[src/rtl/auto_player.sv]
// Automated player-2 opponent for tic-tac-toe: scans for a win, then a block,
// then takes a positional pick, presses the chosen cell button and waits for the ack.
module auto_player #(
    parameter int PRESS_CYCLES = 2,
    parameter int ACK_TIMEOUT  = 16
) (
    input  logic       clk,
    input  logic       reset_n,
    input  logic       enable,
    input  logic       p2_turn,
    input  logic       game_over,
    input  logic [8:0] p1_cells,
    input  logic [8:0] p2_cells,
    output logic [8:0] btn,
    output logic       busy,
    output logic [3:0] move_idx,
    output logic       ack_err
);

    typedef enum logic [2:0] {IDLE, SCAN_WIN, SCAN_BLOCK, PICK, PRESS, WAIT_ACK} state_t;

    localparam int TMAX = (PRESS_CYCLES > ACK_TIMEOUT) ? PRESS_CYCLES : ACK_TIMEOUT;
    localparam int TW   = $clog2(TMAX + 1);
    // Positional preference, first entry in the low nibble: 4,0,2,6,8,1,3,5,7.
    localparam logic [35:0] PICK_ORDER = {4'd7, 4'd5, 4'd3, 4'd1, 4'd8, 4'd6, 4'd2, 4'd0, 4'd4};

    state_t        state;
    logic [2:0]    line;
    logic [TW-1:0] timer;
    logic          armed;

    logic [8:0] occ, free, mask;
    logic [3:0] ca, cb, cc;
    logic       hit;
    logic [3:0] hit_idx;
    logic       pick_ok;
    logic [3:0] pick_idx;

    function automatic logic [11:0] line_cells(input logic [2:0] l);
        case (l)
            3'd0:    line_cells = {4'd0, 4'd1, 4'd2};
            3'd1:    line_cells = {4'd3, 4'd4, 4'd5};
            3'd2:    line_cells = {4'd6, 4'd7, 4'd8};
            3'd3:    line_cells = {4'd0, 4'd3, 4'd6};
            3'd4:    line_cells = {4'd1, 4'd4, 4'd7};
            3'd5:    line_cells = {4'd2, 4'd5, 4'd8};
            3'd6:    line_cells = {4'd0, 4'd4, 4'd8};
            default: line_cells = {4'd2, 4'd4, 4'd6};
        endcase
    endfunction

    assign occ  = p1_cells | p2_cells;
    assign free = ~occ;
    assign mask = (state == SCAN_WIN) ? p2_cells : p1_cells;

    always_comb begin
        {ca, cb, cc} = line_cells(line);
        hit     = 1'b0;
        hit_idx = '0;
        if (mask[ca] && mask[cb] && free[cc]) begin
            hit     = 1'b1;
            hit_idx = cc;
        end else if (mask[ca] && free[cb] && mask[cc]) begin
            hit     = 1'b1;
            hit_idx = cb;
        end else if (free[ca] && mask[cb] && mask[cc]) begin
            hit     = 1'b1;
            hit_idx = ca;
        end
    end

    always_comb begin
        pick_ok  = 1'b0;
        pick_idx = '0;
        for (int unsigned i = 0; i < 9; i++) begin
            if (!pick_ok && free[PICK_ORDER[i*4 +: 4]]) begin
                pick_ok  = 1'b1;
                pick_idx = PICK_ORDER[i*4 +: 4];
            end
        end
    end

    always_ff @(posedge clk or negedge reset_n) begin
        if (!reset_n) begin
            state    <= IDLE;
            line     <= '0;
            timer    <= '0;
            btn      <= '0;
            busy     <= 1'b0;
            move_idx <= '0;
            ack_err  <= 1'b0;
            armed    <= 1'b1;
        end else if (state != IDLE && (game_over || !enable)) begin
            state <= IDLE;
            btn   <= '0;
            busy  <= 1'b0;
            timer <= '0;
        end else begin
            case (state)
                IDLE: begin
                    // A finished turn must see p2_turn low before another turn may start.
                    if (!p2_turn)
                        armed <= 1'b1;
                    if (enable && p2_turn && !game_over && armed) begin
                        state <= SCAN_WIN;
                        line  <= '0;
                        busy  <= 1'b1;
                    end
                end
                SCAN_WIN, SCAN_BLOCK: begin
                    if (hit) begin
                        move_idx <= hit_idx;
                        timer    <= '0;
                        state    <= PRESS;
                    end else if (line == 3'd7) begin
                        line  <= '0;
                        state <= (state == SCAN_WIN) ? SCAN_BLOCK : PICK;
                    end else begin
                        line <= line + 3'd1;
                    end
                end
                PICK: begin
                    if (pick_ok) begin
                        move_idx <= pick_idx;
                        timer    <= '0;
                        state    <= PRESS;
                    end else begin
                        ack_err <= 1'b1;
                        busy    <= 1'b0;
                        state   <= IDLE;
                    end
                end
                PRESS: begin
                    if (timer == '0) begin
                        btn   <= 9'd1 << move_idx;
                        timer <= TW'(1);
                    end else if (timer == TW'(PRESS_CYCLES)) begin
                        btn   <= '0;
                        timer <= '0;
                        state <= WAIT_ACK;
                    end else begin
                        timer <= timer + 1'b1;
                    end
                end
                WAIT_ACK: begin
                    if (occ[move_idx] || !p2_turn) begin
                        state <= IDLE;
                        busy  <= 1'b0;
                        armed <= 1'b0;
                        timer <= '0;
                    end else if (timer == TW'(ACK_TIMEOUT - 1)) begin
                        ack_err <= 1'b1;
                        state   <= IDLE;
                        busy    <= 1'b0;
                        armed   <= 1'b0;
                        timer   <= '0;
                    end else begin
                        timer <= timer + 1'b1;
                    end
                end
                default: state <= IDLE;
            endcase
        end
    end

endmodule

[config.mk]
export PLATFORM = sky130hd
export DESIGN_NAME = auto_player
export DESIGN_NICKNAME = d
export VERILOG_FILES = /design/src/rtl/auto_player.sv
export SDC_FILE = /design/constraint.sdc
export NUM_CORES = 1
export LEC_CHECK = 0
export CAP_MARGIN = 10
export CELL_PAD_IN_SITES_DETAIL_PLACEMENT = 0
export CELL_PAD_IN_SITES_GLOBAL_PLACEMENT = 1
export CORE_MARGIN = 2
export CORE_UTILIZATION = 45
export DETAILED_ROUTE_END_ITERATION = 16
export PLACE_DENSITY = 0.95
export SLEW_MARGIN = 10
export SYNTH_ARGS = -nofsm -noshare
export SYNTH_HDL_FRONTEND = slang
export SYNTH_SLANG_ARGS = --single-unit
[constraint.sdc]
create_clock -name clk -period 10.3 [get_ports clk]
set_clock_uncertainty 0.2 [all_clocks]
set_input_delay 1.545 -clock clk [delete_from_list [all_inputs] [get_ports clk]]
set_output_delay 1.545 -clock clk [all_outputs]
set_load 0.02 [all_outputs]
==> out/metrics.yaml <==
reg2reg_slack_ns: 6.50
path_clk_slew_ns: 0.10
syn_avg_cell_area_um2: 8.48
timing.final.ws_setup_ns: 5.91
worstPathCellList: "clkdlybuf4s50_1 > nor2_1 > nor4_1 > nor4b_2 > nand3_1 > and3_1 > a22oi_4 > mux2_1"
drv_slew: 0
path_depth: 8
drt_iter0_markers: 236
switchingPower_mw: 0.443
dieHeight_um: 82.0
intPower_mw: 0.405
die_area_um2: 6730
hp-class: "reg2reg"
synth_xor_area_share_pct: 0
place_ws_ns: 5.68
regToRegStartpoint: "state[2]"
p_leak_nw: 1.34
status: "finished, final reports clean"
cts_hold_buf: 0
critPathMaxStageDelay_ns: 0.63
pwr-share-clk_pct: 7.3
cp_data_arrival_time_ns: 4.36
critical_path_required_ns: 10.27
io_pins: 38
period_minus_slack_ns: 4.39
synth_simple_gate_area_share_pct: 26.1
place_congestion: 0.923
pwr-share-comb_pct: 74.5
netlist_area_um2: 2740
syn_inst: 323
synth_top_area_cell: "dfrtp_1"
drc: 0
worstMarginPinSlew_ns: 0.843
fin_crit_sh_pct: 42.7
worstSkewPairLatency_ns: 0.28
io_buffers: 37
yosysTopAreaCellShare_pct: 23.8
grt.total_usage_pct: 23.9
cp-start-kind: "input pin"
core-area_um2: 5890
critPathTopFamily: "simple AND/OR/NAND/NOR gates"
whs_endpoint: "ack_err"
synthAdderAreaFrac_pct: 5.03
synth_top_family_by_area: "compound AO/OA/AOI/OAI gates"
hpwl_um: 5970
reg2regPathDepth: 9
worstHoldStart: "ack_err"
holdWs_ns: 0.293
cap_violations: 0
yosysSeqAreaShare_pct: 24.7
synth_ff_type: "dfrtp_1"
cts_tree: "done"
grt_pass1_vias: 2527
rows: 28
synth_edf_count: 0
setup-tns-final_ns: 0
r2r_end: "move_idx[2]"
htreeDepth: 1
ys_ff_latch: 27
yosys-top-cells-count: "nor2_1 (34), nand2_1 (31), dfrtp_1 (26)"
peakVddDrop_uv: 147
grt.overflow.total: 0
synth_compound_area_share_pct: 28.1
synth_mux_area_share_pct: 12.2
antenna_left: 0
nets: 387
clock.fmax_mhz: 228
crit_slowest_cell: "clkdlybuf4s50_1"
path_buf_inv: 1
antenna_cells: 0
grt_max_degree: 28
avgViaCountPerCell: 6.31
min_delay_path_depth: 1
hold_violations: 0
grt_pass1_wl_um: 12500
cts_made_buffers: 3
synth_most_common_cell: "nor2_1"
n_fill_cell: 565
drive_gt1_share_pct: 9.94
yosys_warnings: 0
synth_nets: 357
yosys.cell_types.count: 75
clockRootBuffer: "clkbuf_8"
cts_setup_buffers: 0
cts.sinks: 27
ctsResizeCount: 0
start_util_pct: 46.5
setup_viol_count_final: 0
rsz0062_at_grt: "false"
switching_share_pct: 52.2
worst-path-max-fanout: 6
relSlewSlack_pct: 43.8
cp-end-kind: "flop"
yosys-top-cells-area: "dfrtp_1 (24%), mux2i_1 (5.8%), ha_1 (5.0%), nor2_1 (4.7%), nand2_1 (4.2%)"
wl_per_cell_um: 18.4
vias: 2696
grt_antenna_before_repair: 0
cts_max_path_buffers: 2
die_width_um: 82.0
drt_wl_total_um: 7840
path_class: "in2reg"
drt_pass1_iterations: 4
p_seq_share_pct: 18.3
power.density_nw_per_um2: 266
async_reset_ff_share_pct: 100
area_growth_syn_to_layout_pct: 16.6
[final cells by class]
cell class | count | area (um2) | area share, %
clock buffer | 3 | 41.3 | 1.29
multi-input combinational | 271 | 1950 | 61.2
sequential | 27 | 677 | 21.2
inverter | 12 | 45.0 | 1.41
clock inverter | 1 | 5.00 | 0.157
timing repair buffer | 38 | 378 | 11.8
tap | 75 | 93.8 | 2.94
[flip-flops by register name (all words and copies together) (netlist names)]
name      count
timer         5
armed         1
btn           9
move_idx      4
state         3
ack_err       1
busy          1
line          3
[placed cells by master, fill, tap and decap left out, types with 5 or more instances in the layout]
master,instances
inv_1,10
o21ai_0,13
mux2i_1,16
nand2b_1,5
nor2b_1,7
dfrtp_1,26
a22o_1,5
nor4_1,6
clkdlybuf4s50_1,37
nor2_1,34
a211o_1,5
a31oi_1,7
a21oi_1,11
nand3_1,8
nor3_1,17
ha_1,11
o22ai_1,6
a32o_1,5
nand2_1,31
[cells by family (layout without fill, tap and decap cells)]
group | after synthesis | in the layout
fa+ha+maj | 11 | 11
mux | 27 | 27
buf+inv | 25 | 54
simple gates | 137 | 137
flops | 27 | 27
compound gates | 96 | 96
[worst max-delay path by stage]
stage,start,to,slack [ns]
floorplan,p2_cells[0],timer[3],6.59
global placement,p2_cells[2],move_idx[3],5.72
detailed placement,p2_cells[2],move_idx[3],5.68
CTS,p2_cells[2],move_idx[2],5.97
global route,p2_cells[2],move_idx[3],5.74
finish,p2_cells[2],move_idx[2],5.91
[power groups by stage]
| stage | sequential, mW | combinational (mW) | clock [mW] |
|---|---|---|---|
| global placement | 0.156 | 0.621 | 0 |
| global route | 0.159 | 0.683 | 0.0673 |
| detailed placement | 0.157 | 0.622 | 0 |
| finish | 0.155 | 0.632 | 0.0615 |
| floorplan | 0.150 | 0.490 | 0 |
| CTS | 0.155 | 0.624 | 0.0643 |
[metrics by stage]
stage | power, mW | area, um2 | utilization [%] | cells
after floorplan | 0.640 | 2740 | - | 323
after global placement | 0.777 | 3150 | 53.5 | 423
after detailed placement | 0.779 | 3150 | 53.5 | 423
after CTS | 0.843 | 3190 | 54.3 | 427
after global routing | 0.910 | 3190 | 54.3 | 427
final | 0.848 | 3190 | 54.3 | 427
[per-layer routing]
layer	share of wire (%)	track usage, %	vias up
met5	0	0	-
met4	0.80	5.50	0
met3	6.1	2.75	6
met2	47	37.9	77
met1	46	34.9	1320
li1	-	-	1293
Note: power is estimated with default switching activity, not from simulation.
